File: config.mk
export PLATFORM = sky130hd
export DESIGN_NAME = ac_store_unit_flat
export DESIGN_NICKNAME = d
export VERILOG_FILES = /design/src/rtl/ac_store_unit_if.sv /design/src/rtl/ac_store_unit.sv /design/src/flat_wrapper.sv
export SDC_FILE = /design/constraint.sdc
export NUM_CORES = 1
export LEC_CHECK = 0
export ABC_AREA = 1
export CAP_MARGIN = 20
export CORE_MARGIN = 1
export CORE_UTILIZATION = 41
export DETAILED_ROUTE_END_ITERATION = 10
export PLACE_DENSITY_LB_ADDON = 0.1
export SLEW_MARGIN = 30
export SYNTH_ARGS = -nofsm -noshare
export SYNTH_HDL_FRONTEND = slang
export SYNTH_SLANG_ARGS = --single-unit
File: constraint.sdc
create_clock -name i_clk -period 2.4 [get_ports i_clk]
set_clock_uncertainty 0.15 [all_clocks]
set_input_delay 0.36 -clock i_clk [delete_from_list [all_inputs] [get_ports i_clk]]
set_output_delay 0.36 -clock i_clk [all_outputs]
set_load 0.03 [all_outputs]
File: src/rtl/ac_store_unit_if.sv
// Store request and memory write-bus bundle for ac_store_unit; master drives requests and ack, slave drives the bus.
// Valid-level signals only: no backpressure beyond mem_ack holding the write strobe.
interface ac_store_unit_if #(
   parameter int DATA_W = 8,
   parameter int ADDR_W = 5
);
   logic              st_req;
   logic [ADDR_W-1:0] st_addr;
   logic [DATA_W-1:0] ac_in;
   logic              mem_ack;
   logic [ADDR_W-1:0] bus_addr;
   logic [DATA_W-1:0] bus_data;
   logic              bus_oe;
   logic              bus_we;
   logic              busy;
   logic              done;
   logic              err;

   modport master (
      output st_req, st_addr, ac_in, mem_ack,
      input  bus_addr, bus_data, bus_oe, bus_we, busy, done, err
   );

   modport slave (
      input  st_req, st_addr, ac_in, mem_ack,
      output bus_addr, bus_data, bus_oe, bus_we, busy, done, err
   );
endinterface

File: src/rtl/ac_store_unit.sv
// Accumulator write-back: setup/strobe/hold write of captured AC payload; request-to-done 3 cycles + ack wait states.
// Requests outside IDLE are dropped; WRITE stalls on mem_ack (aborts after TIMEOUT cycles when STORE_TIMEOUT_EN is defined).
module ac_store_unit #(
   parameter int DATA_W    = 8,
   parameter int ADDR_W    = 5,
   parameter int PAYLOAD_W = 5,
   parameter int TIMEOUT   = 15
) (
   input logic           i_clk,
   input logic           i_rst,
   ac_store_unit_if.slave bus
);
   typedef enum logic [1:0] {S_IDLE, S_SETUP, S_WRITE, S_HOLD} state_t;

   state_t            r_state;
   logic [ADDR_W-1:0] r_addr;
   logic [DATA_W-1:0] r_data;
   logic              r_oe;
   logic              r_we;
   logic              r_busy;
   logic              r_done;
   logic              w_unused;

`ifdef STORE_TIMEOUT_EN
   localparam int CNT_W = $clog2(TIMEOUT) + 1;
   logic [CNT_W-1:0]  r_cnt;
   logic              r_err;
   assign w_unused = ^bus.ac_in[DATA_W-1:PAYLOAD_W];
`else
   assign w_unused = ^{bus.ac_in[DATA_W-1:PAYLOAD_W], (TIMEOUT > 0)};
`endif

   always_ff @(posedge i_clk) begin
      if (i_rst) begin
         r_state <= S_IDLE;
         r_addr  <= '0;
         r_data  <= '0;
         r_oe    <= 1'b0;
         r_we    <= 1'b0;
         r_busy  <= 1'b0;
         r_done  <= 1'b0;
`ifdef STORE_TIMEOUT_EN
         r_cnt   <= '0;
         r_err   <= 1'b0;
`endif
      end else begin
         r_done <= 1'b0;
`ifdef STORE_TIMEOUT_EN
         r_err  <= 1'b0;
`endif
         case (r_state)
            S_IDLE: begin
               if (bus.st_req) begin
                  r_addr  <= bus.st_addr;
                  r_data  <= DATA_W'(bus.ac_in[PAYLOAD_W-1:0]);
                  r_oe    <= 1'b1;
                  r_busy  <= 1'b1;
                  r_state <= S_SETUP;
               end
            end
            S_SETUP: begin
               r_we    <= 1'b1;
               r_state <= S_WRITE;
`ifdef STORE_TIMEOUT_EN
               r_cnt   <= '0;
`endif
            end
            S_WRITE: begin
               // ack on the expiry cycle still completes normally
               if (bus.mem_ack) begin
                  r_we    <= 1'b0;
                  r_done  <= 1'b1;
                  r_state <= S_HOLD;
               end
`ifdef STORE_TIMEOUT_EN
               else if (r_cnt == CNT_W'(TIMEOUT - 1)) begin
                  r_we    <= 1'b0;
                  r_oe    <= 1'b0;
                  r_busy  <= 1'b0;
                  r_err   <= 1'b1;
                  r_state <= S_IDLE;
               end else begin
                  r_cnt   <= r_cnt + CNT_W'(1);
               end
`endif
            end
            S_HOLD: begin
               r_oe    <= 1'b0;
               r_busy  <= 1'b0;
               r_state <= S_IDLE;
            end
            default: r_state <= S_IDLE;
         endcase
      end
   end

   assign bus.bus_addr = r_addr;
   assign bus.bus_data = r_data;
   assign bus.bus_oe   = r_oe;
   assign bus.bus_we   = r_we;
   assign bus.busy     = r_busy;
   assign bus.done     = r_done;
`ifdef STORE_TIMEOUT_EN
   assign bus.err      = r_err;
`else
   assign bus.err      = 1'b0;
`endif
endmodule
File: src/flat_wrapper.sv
// flat-port wrapper written by rule: the top's interface ports become plain ports
module ac_store_unit_flat 
#(
   parameter int DATA_W    = 8,
   parameter int ADDR_W    = 5,
   parameter int PAYLOAD_W = 5,
   parameter int TIMEOUT   = 15
)
  (i_clk, i_rst, bus_st_req, bus_st_addr, bus_ac_in, bus_mem_ack, bus_bus_addr, bus_bus_data, bus_bus_oe, bus_bus_we, bus_busy, bus_done, bus_err);
  ac_store_unit_if #(.DATA_W(DATA_W), .ADDR_W(ADDR_W)) bus_i ();
  input logic i_clk;
  input logic i_rst;
  input wire logic [$bits(bus_i.st_req)-1:0] bus_st_req;
  input wire logic [$bits(bus_i.st_addr)-1:0] bus_st_addr;
  input wire logic [$bits(bus_i.ac_in)-1:0] bus_ac_in;
  input wire logic [$bits(bus_i.mem_ack)-1:0] bus_mem_ack;
  output wire logic [$bits(bus_i.bus_addr)-1:0] bus_bus_addr;
  output wire logic [$bits(bus_i.bus_data)-1:0] bus_bus_data;
  output wire logic [$bits(bus_i.bus_oe)-1:0] bus_bus_oe;
  output wire logic [$bits(bus_i.bus_we)-1:0] bus_bus_we;
  output wire logic [$bits(bus_i.busy)-1:0] bus_busy;
  output wire logic [$bits(bus_i.done)-1:0] bus_done;
  output wire logic [$bits(bus_i.err)-1:0] bus_err;
  assign bus_i.st_req = bus_st_req;
  assign bus_i.st_addr = bus_st_addr;
  assign bus_i.ac_in = bus_ac_in;
  assign bus_i.mem_ack = bus_mem_ack;
  assign bus_bus_addr = bus_i.bus_addr;
  assign bus_bus_data = bus_i.bus_data;
  assign bus_bus_oe = bus_i.bus_oe;
  assign bus_bus_we = bus_i.bus_we;
  assign bus_busy = bus_i.busy;
  assign bus_done = bus_i.done;
  assign bus_err = bus_i.err;
  ac_store_unit #(.DATA_W(DATA_W), .ADDR_W(ADDR_W), .PAYLOAD_W(PAYLOAD_W), .TIMEOUT(TIMEOUT)) u_core (.i_clk(i_clk), .i_rst(i_rst), .bus(bus_i));
endmodule
; ---- After elaboration in Yosys (flattened, before gate mapping)
; Cells that the tools add are included.
[op_classes]
mux = 8
n_eq_ne = 5
reduce_logical = 8
n_bitwise = 1
[op_table]
columns = cell, n
row1 = 2-bit case mux with 4 select lines, 1
row2 = 2-bit AND reduction, 4
row3 = "2-bit equality test, second input constant", 2
row4 = 2-bit 2-to-1 mux, 2
row5 = "2-bit inequality test, second input constant", 2
row6 = 1-bit case mux with 2 select lines, 2
row7 = 2-bit nonzero test, 2
row8 = 1-bit 2-to-1 mux, 3
row9 = "2-bit by 1-bit equality test with 1-bit output, second input constant", 1
row10 = 2-bit zero test, 1
row11 = 2-bit OR reduction, 1
row12 = 1-bit inverter, 1
[word_totals]
output_inout_bits = 18
ff_bits = 15
wordCells = 28

; ---- Longest topological paths before layout
; Gate-level depths: netlist of the first run.
[logic_depth]
ltp_word = 3
ltp_mapped = 7
mapped_depth_nobuf = 7

; ---- Worst setup path after synthesis of the first run
; Ideal clock, no wire load.
[synth_timing]
kind = register -> register
startpoint = reg u_core.r_state[0]
endpoint = reg u_core.r_addr[0] (netlist: u_core.bus.bus_addr[0])
n_path_buf = 1
path_stages_with_launch = 8
synth_period_minus_slack_ns = 1.294
path_slack_ns = 1.106
t_arrival_ns = 1.028
cell_sequence = dfxtp_1 inv_1 ha_1 nand2_2 inv_2 buf_6 nor2_1 nor2_1
[synth_via]
elab_chain_cells = 2
[synth_lines]
columns = element, line_no
row1 = "start, declared", ac_store_unit.sv:15  ; state_t r_state;
row2 = "start signal, assigned", ac_store_unit.sv:35  ; r_state <= S_IDLE;
row3 = "start signal, assigned", ac_store_unit.sv:58  ; r_state <= S_SETUP;
row4 = "start signal, assigned", ac_store_unit.sv:63  ; r_state <= S_WRITE;
row5 = 2-bit zero test, ac_store_unit.sv:51  ; case (r_state)
row6 = 2-bit AND reduction (no line), --
row7 = "end signal, assigned", ac_store_unit.sv:54  ; r_addr <= bus.st_addr;
row8 = "end, declared", ac_store_unit.sv:16  ; logic [ADDR_W-1:0] r_addr;
; Every way passes these cells.
; A chain may end at the register's enable or synchronous reset.

; ---- Worst setup path after layout of the first run
[layout_timing]
startpoint = reg u_core.r_oe (netlist: u_core.bus.bus_oe)
endpoint = out bus_bus_oe
[layout_lines]
columns = element, line_no
row1 = "start, declared", ac_store_unit.sv:18  ; logic r_oe;
row2 = "start signal, assigned", ac_store_unit.sv:38  ; r_oe <= 1'b0;
row3 = "start signal, assigned", ac_store_unit.sv:56  ; r_oe <= 1'b1;
row4 = "start signal, assigned", ac_store_unit.sv:88  ; r_oe <= 1'b0;
row5 = "end, declared", flat_wrapper.sv:19  ; output wire logic [$bits(bus_i.bus_oe)-1:0] bus_bus_oe;
; No word-level cell between the ends.

==> results_dict.tcl, run 1 <==
set metrics [dict create \
    final_util 0.6228 \
    initial_core_util 0.4551 \
    fin_area_um2 970.9 \
    synth_area_um2 709.4 \
    synthCells 92 \
    fmax_mhz 548.5 \
    die_y_um 43.60 \
    synth_top_area_frac 0.4233 \
    setup.worst_path.end_class "output port" \
    cts_max_path_buffers 2 \
    firstDrtPassIters 7 \
    synth_top_family_by_area "simple AND/OR/NAND/NOR gates" \
    final_nets 142 \
    numPortBuffers 27 \
    grt_pass1_wl_um 2063 \
    seq_area_frac_synth 0.4233 \
    clkTransAtPathRegs_ns 0.09 \
    slowest_delay_ns 0.68 \
    violations "design-rule violations" \
    met2WireLength_um 636 \
    fill_cells 149 \
    cts_made_buffers 3 \
    avgSynthCellArea_um2 7.711 \
    status "finished, violations left" \
    cts_tree "built" \
    ys_types 17 \
    crit_chain "clkdlybuf4s50_1" \
    synth_mux_area_frac 0 \
    layout_worst_path_cycle_share 0.7596 \
    drt_iter0_drc 10 \
    cts_hold_buf 0 \
    clockRootBuffer "clkbuf_4" \
    htreeDepth 1 \
    n_antenna_cell 0 \
    grt_pass1_vias 495 \
    whs_ns 0.3376 \
    cts_num_sinks 15 \
    wl_met3_um 91 \
    die-width_um 43.60 \
    tns_ns 0 \
    ys_ff_latch 15 \
    cp.arrival_ns 1.31 \
    rows 14 \
    coreArea_um2 1559 \
    critPathSlowestCell "clkdlybuf4s50_1" \
    die_area_um2 1901 \
    place.gp.congestion 0.6839 \
    yosysTopAreaCell "dfxtp_1" \
    setup_violations 0 \
    grt_usage 0.1504 \
    start_kind "flip-flop" \
    met1Wirelength_um 560 \
    post_cts_buffers 0 \
    vias_per_cell 4.597 \
    holdCritPathClass "flip-flop to flip-flop" \
    hold_viol_final 0 \
    area_delta_synth_final_pct 36.86 \
    yosys.area_share.simple 0.2081 \
    synth_area_leaders "dfxtp_1, nor2_1, ha_1, buf_4, inv_1" \
    grt_max_degree 15 \
    yosys_warnings 0 \
    cellLeakagePower_nw 0.4318 \
    final_cells 134 \
    path_max_fanout 3 \
    final_common_cell "clkdlybuf4s50_1" \
    ant_nets 0 \
    mostFrequentLayoutCells "clkdlybuf4s50_1, nor2_1, dfxtp_1" \
    synthXorXnorAreaFrac 0 \
    synth-async-reset-ratio 0 \
    post_dp_cell_area_um2 943.4 \
    synth_flop_cell "dfxtp_1" \
    gr-total-overflow 0 \
    worst_skew_pair.late_latency_ns 0.28 \
    antenna_found_initial 0 \
    synth_edf_count 0 \
    path_class "flip-flop to output port" \
    vdd_drop_max_uv 540.7 \
    maxCapViolCount 0 \
    route.top_layer_used "met4" \
    synthAdderAreaFrac 0.1058 \
    synth-compound-area-share 0.1093 \
    timing.final.max_slew_violations 0 \
    wirelength_um 1300 \
    path_delay_family "buffers and inverters" \
    wire_per_inst_um 9.701 \
    hpwl_um 948.3 \
    worst-endpoint-required_ns 1.89 \
    drive_gt1_frac 0.05932 \
    rsz0062_at_grt "no" \
    fin_crit_ns 1.823 \
    cp.buffers_inverters 1 \
    power_density_nw_per_um2 1115 \
    drc 2 \
    numPlacedInstances 130 \
    vias 616 \
    top_level_ports 35 \
    ctsResizeCount 0 \
]
## power breakdown
group | total, mW | internal, mW | switching (mW)
clock network | 0.142 | 0.0619 | 0.0802
logic | 0.567 | 0.228 | 0.339
registers | 0.373 | 0.327 | 0.0461
## cells by family (layout without fill, tap and decap cells)
logic type / count (synthesis) / after routing
other cells: 1 / 4
flops: 15 / 15
fa+ha+maj: 6 / 6
buf+inv: 18 / 41
simple gates: 37 / 37
compound gates: 15 / 15
## state kept, by name, summed over array words and instances (netlist names)
name                 cells
u_core.r_state           2
u_core.bus.done          1
u_core.bus.bus_addr      5
u_core.bus.bus_oe        1
u_core.bus.bus_data      5
u_core.bus.bus_we        1
## per-stage QoR
step	worst slack, ns	total power [mW]
floorplan	1.106	0.7815
detailed placement	0.7599	0.9454
global placement	0.7591	0.9308
global route	0.5252	1.165
finish	0.5770	1.082
CTS	0.5531	1.094
## layer usage
layer  global-route usage  vias up
li1                     -      326
met4              0.05625        0
met3              0.07917        2
met2               0.2448       19
met5                    0        -
met1               0.1654      269
## synthesized netlist by cell type (2+ instances only)
cell type,number
buf_6,2
nor2_1,24
inv_1,9
nand3_1,2
ha_1,6
a21oi_1,3
o21ai_1,5
o21ai_0,6
nand2_1,8
dfxtp_1,15
buf_4,6
## worst paths after layout
| path | start | endpoint | slack, ns | cells past startpoint |
|---|---|---|---|---|
| max | u_core.bus.bus_oe | bus_bus_oe | 0.58 | 1 |
| min | u_core.bus.bus_data[3] | u_core.bus.bus_data[3] | 0.34 | 2 |
| max reg2reg | u_core.r_state[0] | u_core.bus.bus_oe | 0.82 | 6 |
| min reg2reg | u_core.bus.bus_data[3] | u_core.bus.bus_data[3] | 0.34 | 2 |
## layout make-up
type / instances / area (um2) / share of cell area
Sequential cell: 15 / 300.3 / 0.3093
Inverter: 10 / 37.54 / 0.03866
Timing Repair Buffer: 27 / 270.3 / 0.2784
Tap cell: 16 / 20.02 / 0.02062
Multi-Input combinational cell: 62 / 315.3 / 0.3247
Clock buffer: 3 / 22.52 / 0.02320
Clock inverter: 1 / 5.005 / 0.005155
No activity file was read; power rests on OpenSTA's default activity.
==> run 2, diff against run 1 <==
Settings changed: CORE_UTILIZATION 41 to 35.
Clock period 2.4 ns to 1.5 ns, I/O delays scaled along.
==> results_dict.tcl, run 2 (synthesized netlist as in run 1, its figures left out) <==
set metrics [dict create \
    holdCritPathClass "flip-flop to flip-flop" \
    gr-total-overflow 0 \
    coreArea_um2 1821 \
    n_antenna_cell 0 \
    layout_worst_path_cycle_share 0.9536 \
    wirelength_um 1372 \
    final_util 0.5423 \
    die_area_um2 2211 \
    cts_hold_buf 0 \
    vdd_drop_max_uv 902.5 \
    vias_per_cell 4.315 \
    p_seq_frac 0.348 \
    area_delta_synth_final_pct 39.15 \
    setup_violations 0 \
    fin_area_um2 987.2 \
    maxCapViolCount 0 \
    path_max_fanout 2 \
    initial_core_util 0.3897 \
    fmax_mhz 699.1 \
    rsz0062_at_grt "no" \
    ant_nets 0 \
    hold_viol_final 0 \
    fin_crit_ns 1.430 \
    combPwrFrac 0.514 \
    cp.arrival_ns 1.06 \
    final_cells 146 \
    fin_ws_ns 0.06966 \
    clockRootBuffer "clkbuf_4" \
    path_class "flip-flop to output port" \
    die_y_um 47.02 \
    power_density_nw_per_um2 1718 \
    firstDrtPassIters 3 \
    path_delay_family "buffers and inverters" \
    final_common_cell "nor2_1" \
    htreeDepth 1 \
    place.gp.congestion 0.6649 \
    worst-endpoint-required_ns 1.12 \
    p_sw_frac 0.4445 \
    post_dp_cell_area_um2 977.2 \
    critPathSlowestCell "dlygate4sd2_1" \
    numPortBuffers 27 \
    numPlacedInstances 142 \
    setup.worst_path.end_class "output port" \
    cts_num_sinks 15 \
    power_switching_mw 0.7539 \
    slowest_delay_ns 0.41 \
    grt_usage 0.1362 \
    vias 630 \
    final_nets 145 \
    crit_chain "dlygate4sd2_1" \
    p_clk_frac 0.138 \
    clkTransAtPathRegs_ns 0.09 \
    whs_ns 0.3331 \
    cts_tree "built" \
    worst_skew_pair.late_latency_ns 0.28 \
    cellLeakagePower_nw 0.4969 \
    antenna_found_initial 0 \
    dp_slack_ns 0.07261 \
    die-width_um 47.02 \
    post_cts_buffers 0 \
    drc 0 \
    mostFrequentLayoutCells "nor2_1, dfxtp_1, dlygate4sd2_1" \
    grt_pass1_wl_um 2014 \
    drt_iter0_drc 4 \
    total_power_mw 1.696 \
    status "finished clean" \
    hpwl_um 1057 \
    wire_per_inst_um 9.397 \
    cp.buffers_inverters 1 \
    grt_max_degree 15 \
    timing.final.max_slew_violations 0 \
    top_level_ports 35 \
    rows 15 \
    grt_pass1_vias 484 \
    start_kind "flip-flop" \
    p_int_mw 0.9423 \
    cts_made_buffers 3 \
    drive_gt1_frac 0.09091 \
    fill_cells 195 \
    cts_max_path_buffers 2 \
    tns_ns 0 \
]
==> run 2: metal layers <==
| layer | wire [um] | track usage | vias up |
|---|---|---|---|
| met5 | 0 | 0 | - |
| met4 | 19 | 0.06857 | 0 |
| met3 | 83 | 0.06154 | 4 |
| met2 | 705 | 0.2444 | 18 |
| met1 | 564 | 0.1308 | 274 |
| li1 | - | - | 334 |
==> run 2: worst paths after layout <==
kind	startpoint	end	slack [ns]	depth (start not counted)
max	u_core.bus.bus_addr[3]	bus_bus_addr[3]	0.07	1
min	u_core.bus.bus_data[1]	u_core.bus.bus_data[1]	0.33	2
max reg2reg	u_core.r_state[0]	u_core.bus.bus_oe	0.13	6
min reg2reg	u_core.bus.bus_data[1]	u_core.bus.bus_data[1]	0.33	2
==> run 2: timing repair <==
item / 4_1_cts / 5_1_grt
gates resized for setup: 14 / 1
setup endpoints to repair: 14 / 3
endpoints found under the hold margin: 0 / 0
==> run 2: area by class of cell <==
class / instances / area, um2 / area share
well taps: 25 / 31.28 / 0.03169
inverters: 10 / 37.54 / 0.03802
repair buffers: 30 / 275.3 / 0.2788
multi-input cells: 62 / 315.3 / 0.3194
clock buffers: 3 / 22.52 / 0.02281
clock inverters: 1 / 5.005 / 0.005070
flip-flops and latches: 15 / 300.3 / 0.3042
==> run 2: tightest hold or removal path: cells and delay by family, from the launching register on <==
| kind | cells | cell delay [ns] |
|---|---|---|
| flip-flops | 1 | 0.33 |
| AND/OR/NAND/NOR | 2 | 0.12 |
==> run 2: power groups by stage <==
stage          Sequential [mW]  Clock, mW  Combinational, mW
2_1_floorplan            0.804          0              0.446
3_5_place_dp             0.604          0              0.957
5_1_grt                  0.605      0.269              0.967
6_report                 0.589      0.234              0.872
3_3_place_gp             0.597          0              0.937
4_1_cts                  0.590      0.247              0.883
==> run 3, diff against run 2 <==
Settings changed: SLEW_MARGIN 30 to 20.
Clock period 1.5 ns to 1.3 ns, I/O delays scaled along.
==> results_dict.tcl, run 3 (synthesized netlist as in run 1, its figures left out) <==
set metrics [dict create \
    drive_gt1_frac 0.2581 \
    status "finished clean" \
    vias_per_cell 4.268 \
    rrSetupSlack_ns 0.06 \
    timing.final.max_slew_violations 0 \
    rows 15 \
    rsz0062_at_grt "yes" \
    holdCritPathClass "input port to flip-flop" \
    wire_per_inst_um 9.389 \
    die_area_um2 2211 \
    fin_ws_ns 0.05907 \
    n_antenna_cell 0 \
    layout_worst_path_cycle_share 0.9546 \
    slowest_delay_ns 0.33 \
    fill_cells 203 \
    grt_usage 0.1380 \
    area_delta_synth_final_pct 42.68 \
    cellLeakagePower_nw 0.4842 \
    cts_made_buffers 3 \
    hpwl_um 1010 \
    cts_num_sinks 15 \
    htreeDepth 1 \
    wirelength_um 1399 \
    total_power_mw 2.102 \
    die_y_um 47.02 \
    path_class "flip-flop to flip-flop" \
    coreArea_um2 1821 \
    worst-endpoint-required_ns 1.34 \
    critPathSlowestCell "dfxtp_2" \
    grt_max_degree 15 \
    initial_core_util 0.3897 \
    vias 636 \
    drc 0 \
    fmax_mhz 805.8 \
    setup_violations 0 \
    ant_nets 0 \
    antenna_found_initial 0 \
    whs_ns 0.3304 \
    dp_slack_ns -0.1240 \
    post_cts_buffers 0 \
    maxCapViolCount 0 \
    gr-total-overflow 0 \
    grt_pass1_wl_um 2063 \
    firstDrtPassIters 4 \
    path_delay_family "flip-flops" \
    cp.buffers_inverters 2 \
    hold_viol_final 0 \
    final_common_cell "nor2_1" \
    clkTransAtPathRegs_ns 0.09 \
    cts_tree "built" \
    ff_latch_area_um2 302.8 \
    multi_input_area_um2 330.3 \
    tns_ns 0 \
    clockRootBuffer "clkbuf_4" \
    setup.worst_path.end_class "flip-flop" \
    grt_pass1_vias 496 \
    vdd_drop_max_uv 1103 \
    mostFrequentLayoutCells "nor2_1, buf_4, clkdlybuf4s50_1, dfxtp_1, o21ai_1" \
    drt_iter0_drc 5 \
    power_density_nw_per_um2 2076 \
    start_kind "flip-flop" \
    cts_hold_buf 0 \
    final_nets 148 \
    cp.arrival_ns 1.28 \
    worst_skew_pair.late_latency_ns 0.29 \
    crit_chain "inv_1, ha_4, nand2_2, buf_4, o21ai_0, nor2_1" \
    fin_crit_ns 1.241 \
    path_max_fanout 6 \
    numPortBuffers 27 \
    cts_max_path_buffers 2 \
    place.gp.congestion 0.6713 \
    top_level_ports 35 \
    die-width_um 47.02 \
]
==> run 3: cell count changes in the layout (fill, tap and decap cells not counted), sizes merged <==
cell	change
buf	+17
dlygate4sd2	-14
==> run 3: worst register-to-register path: cells and delay by family (launching register included) <==
kind            cells  cell delay [ns]
compound gates      1             0.14
flops               1             0.33
buf+inv             2             0.26
fa+ha+maj           1             0.15
simple gates        2             0.12
==> run 3: power by group <==
group | internal [mW] | total [mW] | switching [mW] | leakage (nW)
sequential | 0.610 | 0.687 | 0.0764 | 0.125
clock | 0.115 | 0.270 | 0.156 | 0.0177
combinational | 0.468 | 1.14 | 0.677 | 0.342
total | 1.19 | 2.10 | 0.910 | 0.484
==> run 3: layer usage <==
| metal | GRT usage | wire [um] | up-vias |
|---|---|---|---|
| met1 | 0.1549 | 590 | 276 |
| met2 | 0.2250 | 687 | 18 |
| met3 | 0.05769 | 92 | 4 |
| li1 | - | - | 338 |
| met5 | 0 | 0 | - |
| met4 | 0.06857 | 29 | 0 |
==> run 3: what timing repair did <==
action | CTS | global route
endpoints found under the hold margin | 0 | 0
gates resized for setup | 4 | 7
setup endpoints to repair | 11 | 11
pin swaps | 0 | 1
==> run 3: cell type report <==
type,instances,share of cell area
clock inverter,1,0.004944
clock buffer,3,0.02225
sequential,15,0.2991
timing repair buffer,33,0.2769
multi-input combinational,62,0.3263
inverter,10,0.03956
tap,25,0.03090
==> run 3: final timing paths <==
check,start,end,cells after the start
min,bus_mem_ack,u_core.bus.done,3
max,u_core.r_state[1],u_core.bus.bus_data[2],6
min reg2reg,u_core.bus.bus_data[4],u_core.bus.bus_data[4],2
max reg2reg,u_core.r_state[1],u_core.bus.bus_data[2],6
==> run 3: through the flow <==
step                instance area [um2]  cells  utilization
floorplan                         720.7     95            -
global placement                  964.7    145       0.5299
detailed placement                964.7    145       0.5299
CTS                                1005    149       0.5519
global route                       1012    149       0.5560
finish                             1012    149       0.5560
